### src/rtl/cpu_pkg.sv
// Shared CPU definitions: opcode constants, instruction field widths and
// the fetch sequencer state encoding.
package cpu_pkg;

  // Default PC/ROM address width and instruction width.
  localparam int DEF_ADDR_W  = 4;
  localparam int DEF_INSTR_W = 8;

  // Instruction fields: [7:4] opcode, [3:0] operand.
  localparam int OPCODE_W  = 4;
  localparam int OPERAND_W = 4;

  // Opcodes that the sequencer itself interprets. ALU opcodes are added here
  // as the datapath grows; the sequencer treats them all as "advance PC".
  localparam logic [OPCODE_W-1:0] OP_JMP  = 4'hE;
  localparam logic [OPCODE_W-1:0] OP_HALT = 4'hF;

  // Fetch sequencer states.
  typedef enum logic [2:0] {
    ST_IDLE   = 3'd0,
    ST_FETCH  = 3'd1,
    ST_DECODE = 3'd2,
    ST_EXEC   = 3'd3,
    ST_HALTED = 3'd4
  } fetch_state_t;

endpackage

### src/rtl/prog_rom.sv
// Program store: register array with synchronous write and combinational
// read. Contents are deliberately not reset so a loaded program survives rst.
module prog_rom #(
  parameter int ADDR_W = 4,
  parameter int DATA_W = 8
) (
  input  logic              clk,
  input  logic              we,
  input  logic [ADDR_W-1:0] waddr,
  input  logic [DATA_W-1:0] wdata,
  input  logic [ADDR_W-1:0] raddr,
  output logic [DATA_W-1:0] rdata
);

  localparam int DEPTH = 2 ** ADDR_W;

  logic [DATA_W-1:0] mem [DEPTH];

  // Program-load write port.
  always_ff @(posedge clk) begin
    if (we) begin
      mem[waddr] <= wdata;
    end
  end

  // Read is combinational; the instruction register in the sequencer
  // provides the pipeline register.
  assign rdata = mem[raddr];

endmodule

### src/rtl/instr_fetch.sv
// Fetch/decode stage: FETCH -> DECODE -> EXEC sequencer that latches the
// ROM word at the current PC into the instruction register and tells the
// PC block when to increment, when to jump, and when the CPU has halted.
module instr_fetch
  import cpu_pkg::*;
#(
  parameter int ADDR_W  = DEF_ADDR_W,
  parameter int INSTR_W = DEF_INSTR_W
) (
  input  logic                 clk,
  input  logic                 rst,
  input  logic [ADDR_W-1:0]    PC_CURR,
  input  logic                 PROG_WE,
  input  logic [ADDR_W-1:0]    PROG_ADDR,
  input  logic [INSTR_W-1:0]   PROG_DATA,
  input  logic                 START,
  output logic                 PC_INC,
  output logic                 PC_LOAD,
  output logic [ADDR_W-1:0]    PC_TARGET,
  output logic [INSTR_W-1:0]   INSTR,
  output logic [OPCODE_W-1:0]  OPCODE,
  output logic [OPERAND_W-1:0] OPERAND,
  output logic                 IR_VALID,
  output logic                 HALTED
);

  fetch_state_t         state_reg, state_next;
  logic [INSTR_W-1:0]   instr_reg;
  logic [INSTR_W-1:0]   rom_rdata;
  logic                 rom_we;
  logic                 pc_inc_reg, pc_load_reg, ir_valid_reg, halted_reg;
  logic [ADDR_W-1:0]    pc_target_reg;
  logic [OPCODE_W-1:0]  opcode;
  logic [OPERAND_W-1:0] operand;
  logic                 entering_exec;
  logic                 is_jump;

  assign opcode  = instr_reg[INSTR_W-1 -: OPCODE_W];
  assign operand = instr_reg[OPERAND_W-1:0];
  assign is_jump = (opcode == OP_JMP);

  // Programming is only allowed while the sequencer is not fetching, so a
  // write can never collide with an instruction read.
  assign rom_we = PROG_WE && ((state_reg == ST_IDLE) || (state_reg == ST_HALTED));

  prog_rom #(
    .ADDR_W (ADDR_W),
    .DATA_W (INSTR_W)
  ) u_prog_rom (
    .clk   (clk),
    .we    (rom_we),
    .waddr (PROG_ADDR),
    .wdata (PROG_DATA),
    .raddr (PC_CURR),
    .rdata (rom_rdata)
  );

  // Next-state logic; START is only looked at in IDLE and HALTED.
  always_comb begin
    state_next = state_reg;
    case (state_reg)
      ST_IDLE:   if (START) state_next = ST_FETCH;
      ST_FETCH:  state_next = ST_DECODE;
      ST_DECODE: state_next = (opcode == OP_HALT) ? ST_HALTED : ST_EXEC;
      ST_EXEC:   state_next = ST_FETCH;
      ST_HALTED: if (START) state_next = ST_FETCH;
      default:   state_next = ST_IDLE;
    endcase
  end

  assign entering_exec = (state_next == ST_EXEC);

  // State register, instruction register and registered Moore outputs; the
  // outputs are computed from the next state so they are high exactly for
  // the cycle spent in EXEC / HALTED.
  always_ff @(posedge clk) begin
    if (rst) begin
      state_reg     <= ST_IDLE;
      instr_reg     <= '0;
      pc_inc_reg    <= 1'b0;
      pc_load_reg   <= 1'b0;
      ir_valid_reg  <= 1'b0;
      halted_reg    <= 1'b0;
      pc_target_reg <= '0;
    end else begin
      state_reg    <= state_next;
      if (state_reg == ST_FETCH) begin
        instr_reg <= rom_rdata;
      end
      ir_valid_reg <= entering_exec;
      pc_inc_reg   <= entering_exec && !is_jump;
      pc_load_reg  <= entering_exec && is_jump;
      halted_reg   <= (state_next == ST_HALTED);
      if (entering_exec && is_jump) begin
        pc_target_reg <= ADDR_W'(operand);
      end
    end
  end

  // A reset arriving during EXEC must stop the PC from moving on that same
  // edge, so the PC pulses are suppressed while rst is high.
  assign PC_INC    = pc_inc_reg  && !rst;
  assign PC_LOAD   = pc_load_reg && !rst;
  assign PC_TARGET = pc_target_reg;
  assign INSTR     = instr_reg;
  assign OPCODE    = opcode;
  assign OPERAND   = operand;
  assign IR_VALID  = ir_valid_reg;
  assign HALTED    = halted_reg;

endmodule

### config.mk
export PLATFORM = sky130hd
export DESIGN_NAME = instr_fetch
export DESIGN_NICKNAME = d
export VERILOG_FILES = /design/src/rtl/cpu_pkg.sv /design/src/rtl/prog_rom.sv /design/src/rtl/instr_fetch.sv
export SDC_FILE = /design/constraint.sdc
export NUM_CORES = 1
export LEC_CHECK = 0
export ABC_CLOCK_PERIOD_IN_PS = 2700
export CAP_MARGIN = 30
export CORE_ASPECT_RATIO = 0.6
export CORE_UTILIZATION = 29
export DETAILED_ROUTE_END_ITERATION = 10
export GPL_ROUTABILITY_DRIVEN = 0
export PLACE_DENSITY = 0.45
export SLEW_MARGIN = 40
export SYNTH_ARGS = -nofsm -noshare
export SYNTH_HDL_FRONTEND = slang
export SYNTH_SLANG_ARGS = --single-unit
### constraint.sdc
create_clock -name clk -period 2.7 [get_ports clk]
set_input_delay 0.54 -clock clk [delete_from_list [all_inputs] [get_ports clk]]
set_output_delay 0.54 -clock clk [all_outputs]
set_load 0.01 [all_outputs]
==> results of run 1 <==
[final timing paths]
path / cells past startpoint / slack (ps) / to
max: 3 / 360 / PC_LOAD
min: 2 / 500 / PC_TARGET[1]$_SDFFE_PP0P_
max reg2reg: 4 / 800 / u_prog_rom.mem[0][3]$_DFFE_PP_
min reg2reg: 2 / 500 / PC_TARGET[1]$_SDFFE_PP0P_
[critical path: stages]
cell and delay [ps]:
clkdlybuf4s50_1 540, nor2b_1 170, clkdlybuf4s50_1 550
[cells by family (layout without fill, tap and decap cells)]
| group | after synthesis | after routing | synth area share, % |
|---|---|---|---|
| multiplexers | 52 | 52 | 14.7 |
| AND/OR/NAND/NOR | 58 | 58 | 5.10 |
| flip-flops | 147 | 147 | 73.6 |
| AO/OA/AOI/OAI | 30 | 30 | 3.90 |
| buffers and inverters | 24 | 99 | 2.75 |
[report_power, final]
part | internal, mW | switching [mW] | leakage, nW | total [mW]
logic | 0.147 | 0.180 | 0.738 | 0.327
registers | 2.51 | 0.0310 | 1.31 | 2.54
clock network | 1.75 | 0.917 | 0.316 | 2.67
[layout make-up]
type	count	area share, %
clock inverters	11	2.90
multi-input cells	140	18.9
inverters	1	0.0521
clock buffers	21	6.25
well taps	266	4.62
flip-flops and latches	147	58.7
repair buffers	66	8.65
[layout by cell type, fill, tap and decap left out, types with 2 or more instances in the layout]
cell,n
clkbuf_1,3
nor3_1,6
a21oi_1,2
nor2b_1,4
clkinv_1,2
nor2_1,22
edfxtp_1,128
dfxtp_1,19
clkdlybuf4s50_1,42
clkbuf_16,17
mux4_2,23
nand2_1,12
buf_12,2
buf_4,21
bufinv_16,6
mux4_1,2
and3_1,2
mux2i_1,26
a22oi_1,7
o211ai_1,14
nand2b_1,3
[routing by layer]
layer,share of wire [%],track usage [%],up-vias
met1,54,22.5,1525
li1,-,-,1355
met3,4.1,4.34,8
met4,0.73,4.00,0
met5,0,0,-
met2,41,19.7,68
[per-stage QoR]
stage                     power, mW  util [%]  hold WS, ps
final                          5.53      37.5          497
after global routing           5.71      37.5          557
after CTS                      5.59      37.5          508
after detailed placement       2.92      34.0          490
after global placement         2.92      34.0          480
after floorplan                2.75         -          489
==> flow_summary.ini, run 1 <==
[cells_and_area]
fin_area_mm2 = 0.00720
diodes = 0
drive_above_1_share_pct = 20.2
largest_register = u_prog_rom.mem
multiInputGateArea_mm2 = 0.00136
fill_cells = 1821
largest_register_ffs = 128
syn2layout_area_growth_pct = 25.5
seq_area_mm2 = 0.00422
nNetsFinal = 393
stdcell_count = 652

[route]
post_drt_via_cell_ratio = 4.53
vias = 2956
drt-total-wl_mm = 13.7
initialDrtViolationCount = 231
ant_nets = 0
dr.pass1.iters = 4
drc = 0
wl_per_cell_um = 21.1

[placed_design]
dp_hpwl_mm = 9.12
preCtsSetupSlack_ps = 239
dp.cells = 620
port_buffers = 43
placed_area_mm2 = 0.00654

[timing]
slew_headroom_pct = 51.7
fin_tns_setup_ps = 0
fin_crit_sh_pct = 86.6
finalSetupViolCount = 0
period_minus_slack_ps = 2340
clock.fmax_mhz = 428
tightest_slew_ps = 723
hold_viol_final = 0
final-max-slew-violation-count = 0
setup_ws_ps = 362
fin_skew_ps = 5.44
rsz0062_at_grt = no

[clocking]
root_buffer = clkbuf_16
insertion_delay_ps = 420
clkTransAtPathRegs_ps = 60
clockBufferDepth = 2
cts_buffers = 17
cts_sinks = 147
holdBufCountCts = 0
cts_setup_buffers = 0
cts_max_level = 4
cts_resized = 0
cts_tree = built

[global_routing]
grt_pass1_wl_mm = 20.4
first_global_vias = 3052
grt.overflow.total = 0
grt_start_max_net_pins = 39
antenna_found_initial = 0
grtUsageTotal_pct = 14.7

[setup_path]
timing.rr.start = state_reg[0]$_SDFF_PP0_
critPathMaxFanout = 7
critPathKind = input pin to output port
cp-startpoint = rst
start_kind = input pin
critPathArrivalTime_ps = 1800
cp.required_ps = 2160
cp-end-kind = output port

[logic_synthesis]
synth_top_flop_cell = edfxtp_1
yosys-top-cells-area = edfxtp_1 (67%), mux4_2 (9.0%), dfxtp_1 (6.6%)
synth_top_area_cell = edfxtp_1
synthArstFlopShare_pct = 0
synth_warnings = 0
syn-num-nets = 331
syn_inst = 311
yosysMostFrequentCell = edfxtp_1
postSynthAreaPerCell_um2 = 18.5
synth_seq_area_share_pct = 73.6
ys_seq_elements = 147
yosysTopAreaCellShare_pct = 67.0
ys_types = 36
synth_area_mm2 = 0.00574
synth_commonest_cells = edfxtp_1 (128), mux2i_1 (26), mux4_2 (23)
synth_edf_count = 128

[die]
die_w_um = 184
rows = 39
core_area_mm2 = 0.0192
pin_count = 44
dieHeight_um = 111
start_util_pct = 29.9
die_area_mm2 = 0.0204

[hold_path]
min_path_type = register to register
hold_path_startpoint = PC_TARGET[1]$_SDFFE_PP0P_

[flow_run]
drv_cap = 0

[power_and_ir_drop]
p_leak_nw = 2.36
power_density_mw_per_mm2 = 768
irDropWorstVdd_uv = 472

[run_status]
outcome = complete, no violations
Power figures use the tool's default switching activity.
==> run 2: changes to the inputs <==
--- a/config.mk
+++ b/config.mk
@@ -8,10 +8,10 @@
 export ABC_CLOCK_PERIOD_IN_PS = 2700
 export CAP_MARGIN = 30
 export CORE_ASPECT_RATIO = 0.6
-export CORE_UTILIZATION = 29
+export CORE_UTILIZATION = 55
 export DETAILED_ROUTE_END_ITERATION = 10
 export GPL_ROUTABILITY_DRIVEN = 0
-export PLACE_DENSITY = 0.45
+export PLACE_DENSITY = 0.76
 export SLEW_MARGIN = 40
 export SYNTH_ARGS = -nofsm -noshare
 export SYNTH_HDL_FRONTEND = slang
==> run 2 against run 1 <==
Against the previous run:
- die area shrank 47%
- critical path depth rose by 2
- worst hold slack worse by 5.7 ps
- routed wire length down 16%
- maximum frequency rose by 2.7%
- first-iteration DRC count rose by 13%
- global-route usage is 8.9 points higher
==> flow_summary.ini, run 2 (same netlist as run 1, synthesis figures left out) <==
[cells_and_area]
largest_register = u_prog_rom.mem
final_cell_mix = edfxtp_1 (128), clkdlybuf4s50_1 (42), mux2i_1 (26)
syn2layout_area_growth_pct = 20.4
largest_register_ffs = 128
final_util_pct = 69.2
drive_above_1_share_pct = 20.6
fill_cells = 650
nNetsFinal = 391
final_common_cell = edfxtp_1
diodes = 0
stdcell_count = 519

[route]
drt-total-wl_mm = 11.5
drc = 0
dr.pass1.iters = 5
ant_nets = 0
wl_per_cell_um = 22.2
initialDrtViolationCount = 261
vias = 3124
post_drt_via_cell_ratio = 6.02

[setup_path]
timing.rr.start = state_reg[0]$_SDFF_PP0_
reg2reg_to = u_prog_rom.mem[0][0]$_DFFE_PP_
crit_cells = 5
crit_buf_inv = 2
cp_cell_sequence = clkdlybuf4s50_1 -> or3b_1 -> or3_1 -> nor3_1 -> buf_4
slowest_stage = clkdlybuf4s50_1
rr_worst_depth = 4
rrSetupSlack_ps = 630
critPathTopFamily = simple AND/OR/NAND/NOR gates
critPathKind = input pin to register
cp.required_ps = 2830
start_kind = input pin
cp-end-kind = register
max_stage_delay_ps = 500
critPathArrivalTime_ps = 2410
critPathMaxFanout = 7

[die]
pin_count = 44
start_util_pct = 57.5
die_area_mm2 = 0.0109
die_w_um = 134
core_area_mm2 = 0.00998
rows = 28
dieHeight_um = 81.1

[timing]
final-max-slew-violation-count = 0
fin_tns_setup_ps = 0
rsz0062_at_grt = no
clock.fmax_mhz = 439
slew_headroom_pct = 50.0
hold_viol_final = 0
tightest_slew_ps = 748
fin_crit_sh_pct = 84.3
finalSetupViolCount = 0
fin_skew_ps = 9.61
period_minus_slack_ps = 2280

[clocking]
cts_buffers = 17
holdBufCountCts = 0
insertion_delay_ps = 420
root_buffer = clkbuf_16
clockBufferDepth = 2
cts_sinks = 147
cts_max_level = 4
cts_resized = 0
cts_setup_buffers = 0
clkTransAtPathRegs_ps = 60
cts_tree = built

[global_routing]
grt_pass1_wl_mm = 17.1
antenna_found_initial = 0
grtUsageMet2_pct = 33.4
first_global_vias = 2980
grtUsageTotal_pct = 23.5
top_usage_layer = met1
grt.overflow.total = 0
grt_use_met3_pct = 8.43
grt_start_max_net_pins = 39
grt_use_met1_pct = 33.7

[run_status]
outcome = complete, no violations

[power_and_ir_drop]
power_density_mw_per_mm2 = 725
power_mw = 5.01
p_leak_nw = 2.29
irDropWorstVdd_uv = 617

[hold_path]
hold_end = PC_TARGET[3]$_SDFFE_PP0P_
worstHoldPathCells = 2
min_path_type = register to register
hold_path_startpoint = PC_TARGET[3]$_SDFFE_PP0P_

[placed_design]
port_buffers = 43
dp.cells = 487
dp_hpwl_mm = 7.43

[flow_run]
drv_cap = 0
[run 2: cell count changes in the layout (fill, tap and decap cells not counted), moves of 2 or more]
cell,change
clkinv_4,+2
clkinvlp_4,+4
clkinv_2,+3
bufinv_16,-5
buf_4,-2
clkinv_1,-2
[run 2: metal layers]
metal / routed length [µm] / up-vias
li1: - / 1368
met5: 0 / -
met4: 157 / 0
met1: 5180 / 1572
met2: 4970 / 168
met3: 1210 / 16
[run 2: cell type report]
type	instances	area, µm²	area share [%]
well taps	135	169	2.44
inverters	1	3.75	0.0543
clock buffers	19	433	6.26
repair buffers	64	608	8.80
clock inverters	13	114	1.65
flip-flops and latches	147	4220	61.1
multi-input cells	140	1360	19.7
[run 2: worst max path at each step]
stage,startpoint,end,slack [ps]
5_1_grt,PROG_WE,u_prog_rom.mem[0][2]$_DFFE_PP_,350
2_1_floorplan,PROG_WE,u_prog_rom.mem[0][0]$_DFFE_PP_,440
3_3_place_gp,PROG_WE,u_prog_rom.mem[0][7]$_DFFE_PP_,150
6_report,PROG_WE,u_prog_rom.mem[0][0]$_DFFE_PP_,420
4_1_cts,PROG_WE,u_prog_rom.mem[0][0]$_DFFE_PP_,410
3_5_place_dp,PROG_WE,u_prog_rom.mem[0][4]$_DFFE_PP_,70
[run 2: tightest hold or removal path, delay by kind of cell (launching register included)]
family,cells,cell delay (ps)
DFF,1,320
and+or+nand+nor,1,70
muxes,1,60
[run 2: report_power, final]
group          switching [mW]  internal [mW]  leakage [nW]  total [mW]
Sequential             0.0287           2.51          1.31        2.54
Combinational           0.168          0.146         0.728       0.313
Clock                   0.897           1.26         0.255        2.16
Total                    1.09           3.91          2.29        5.01
[run 2: stage by stage]
stage / hold slack, ps / worst slack [ps] / cell area, µm²
2_1_floorplan: 489 / 439 / 5740
3_3_place_gp: 475 / 147 / 6360
3_5_place_dp: 480 / 72.7 / 6360
4_1_cts: 495 / 411 / 6910
5_1_grt: 522 / 352 / 6910
6_report: 492 / 423 / 6910
==> run 3: changes to the inputs <==
--- a/config.mk
+++ b/config.mk
@@ -5,7 +5,7 @@
 export SDC_FILE = /design/constraint.sdc
 export NUM_CORES = 1
 export LEC_CHECK = 0
-export ABC_CLOCK_PERIOD_IN_PS = 2700
+export ABC_CLOCK_PERIOD_IN_PS = 2100
 export CAP_MARGIN = 30
 export CORE_ASPECT_RATIO = 0.6
 export CORE_UTILIZATION = 55
==> constraint.sdc (replaced) <==
create_clock -name clk -period 2.1 [get_ports clk]
set_input_delay 0.42 -clock clk [delete_from_list [all_inputs] [get_ports clk]]
set_output_delay 0.42 -clock clk [all_outputs]
set_load 0.01 [all_outputs]
==> run 3 against run 2 <==
Against the previous run:
- worst setup slack worse by 290 ps
- combinational power up 37%
- clock power up 42%
- worst hold slack better by 1.9 ps
- routed wire length up 4.1%
- clock-buffer cell count unchanged
- cell area up 2.0%
- sequential cell count unchanged
- highest routed layer unchanged
==> flow_summary.ini, run 3 (same netlist as run 1, synthesis figures left out) <==
[clocking]
cts_setup_buffers = 0
cts_sinks = 147
cts_buffers = 17
insertion_delay_ps = 420
cts_max_level = 4
clockBufferDepth = 2
cts_tree = built
cts_resized = 0
holdBufCountCts = 0
root_buffer = clkbuf_16
clkTransAtPathRegs_ps = 60

[setup_path]
timing.rr.start = state_reg[1]$_SDFF_PP0_
max_stage_delay_ps = 520
reg2reg_to = u_prog_rom.mem[3][1]$_DFFE_PP_
critPathMaxFanout = 8
cp_cell_sequence = clkdlybuf4s50_1 -> or3b_1 -> or3_1 -> nor2_1 -> buf_4
slowest_stage = clkdlybuf4s50_1
start_kind = input pin
rr_worst_depth = 4
critPathKind = input pin to register
rrSetupSlack_ps = 280
critPathArrivalTime_ps = 2100
critPathTopFamily = simple AND/OR/NAND/NOR gates
cp.required_ps = 2230
crit_buf_inv = 2
cp-end-kind = register

[timing]
rsz0062_at_grt = no
finalSetupViolCount = 0
fin_skew_ps = 7.28
tightest_slew_ps = 695
fin_crit_sh_pct = 93.9
fin_tns_setup_ps = 0
clock.fmax_mhz = 507
slew_headroom_pct = 53.5
final-max-slew-violation-count = 0
hold_viol_final = 0
period_minus_slack_ps = 1970

[route]
dr.pass1.iters = 7
wl_per_cell_um = 22.7
ant_nets = 0
initialDrtViolationCount = 315
vias = 3120
drt-total-wl_mm = 12.0
drc = 0
post_drt_via_cell_ratio = 5.90

[global_routing]
grt_pass1_wl_mm = 18.5
antenna_found_initial = 0
grt_start_max_net_pins = 28
grt.overflow.total = 0
grtUsageTotal_pct = 25.0
first_global_vias = 3087

[power_and_ir_drop]
power_density_mw_per_mm2 = 956
p_seq_share_pct = 48.3
p_leak_nw = 2.39
intPower_mw = 5.39
power_frac_comb_pct = 6.3
pwr-share-clk_pct = 45.3
swShare_pct = 20.1
irDropWorstVdd_uv = 1010
p_switching_mw = 1.35

[die]
dieHeight_um = 81.1
core_area_mm2 = 0.00998
start_util_pct = 57.5
rows = 28
die_area_mm2 = 0.0109
pin_count = 44
die_w_um = 134

[cells_and_area]
largest_register_ffs = 128
drive_above_1_share_pct = 22.3
final_util_pct = 70.6
fill_cells = 622
largest_register = u_prog_rom.mem
final_common_cell = edfxtp_1
final_cell_mix = edfxtp_1 (128), clkdlybuf4s50_1 (42), buf_4 (30)
syn2layout_area_growth_pct = 22.8
fin_area_mm2 = 0.00705
diodes = 0
nNetsFinal = 402

[hold_path]
worstHoldPathCells = 2
hold_path_startpoint = PC_TARGET[1]$_SDFFE_PP0P_
min_path_type = register to register
hold_end = PC_TARGET[1]$_SDFFE_PP0P_

[run_status]
outcome = complete, no violations

[placed_design]
port_buffers = 43
placed_area_mm2 = 0.00645
dp_hpwl_mm = 8.03

[flow_run]
drv_cap = 0
-- run 3: cell count changes in the layout (fill, tap and decap cells not counted), sizes merged --
cell      delta
bufinv       +3
clkinvlp     -4
buf         +11
-- run 3: power groups by stage --
stage | clock [mW] | sequential [mW] | combinational [mW]
floorplan | 0 | 3.31 | 0.218
global placement | 0 | 3.31 | 0.416
detailed placement | 0 | 3.32 | 0.424
CTS | 3.09 | 3.26 | 0.426
global route | 3.22 | 3.26 | 0.455
finish | 3.06 | 3.26 | 0.428
-- run 3: area by class of cell --
type                    count  area [µm²]  share of cell area [%]
repair buffers             75         691                    9.80
inverters                   1        3.75                  0.0533
flip-flops and latches    147        4220                    59.9
well taps                 135         169                    2.40
multi-input cells         140        1360                    19.4
clock inverters            12         164                    2.33
clock buffers              19         433                    6.14
-- run 3: worst max path at each step --
stage	start	to	depth (start not counted)	slack, ps
floorplan	PROG_WE	u_prog_rom.mem[4][0]$_DFFE_PP_	4	150
global placement	PROG_WE	u_prog_rom.mem[1][7]$_DFFE_PP_	5	-210
detailed placement	PROG_WE	u_prog_rom.mem[8][5]$_DFFE_PP_	6	-270
CTS	rst	PC_INC	3	130
global route	PROG_WE	u_prog_rom.mem[8][4]$_DFFE_PP_	6	40
finish	PROG_WE	u_prog_rom.mem[3][1]$_DFFE_PP_	5	130
-- run 3: routing by layer --
metal / vias to the layer above / track usage (%) / part of all wire [%]
li1: 1379 / - / -
met1: 1564 / 37.2 / 46
met2: 159 / 33.9 / 43
met3: 18 / 8.93 / 9.7
met4: 0 / 8.86 / 1.5
met5: - / 0 / 0
-- run 3: through the flow --
stage          power [mW]  hold WS [ps]  setup slack [ps]  std cells
4_1_cts              6.77           498               125        529
5_1_grt              6.94           547              37.9        529
2_1_floorplan        3.53           489               148        311
6_report             6.74           494               128        529
3_5_place_dp         3.74           483              -268        498
3_3_place_gp         3.73           478              -214        498
-- run 3: tightest hold or removal path, delay by kind of cell, from the launching register on --
kind,cells,cell delay [ps]
simple gates,1,70
flops,1,320
mux,1,60
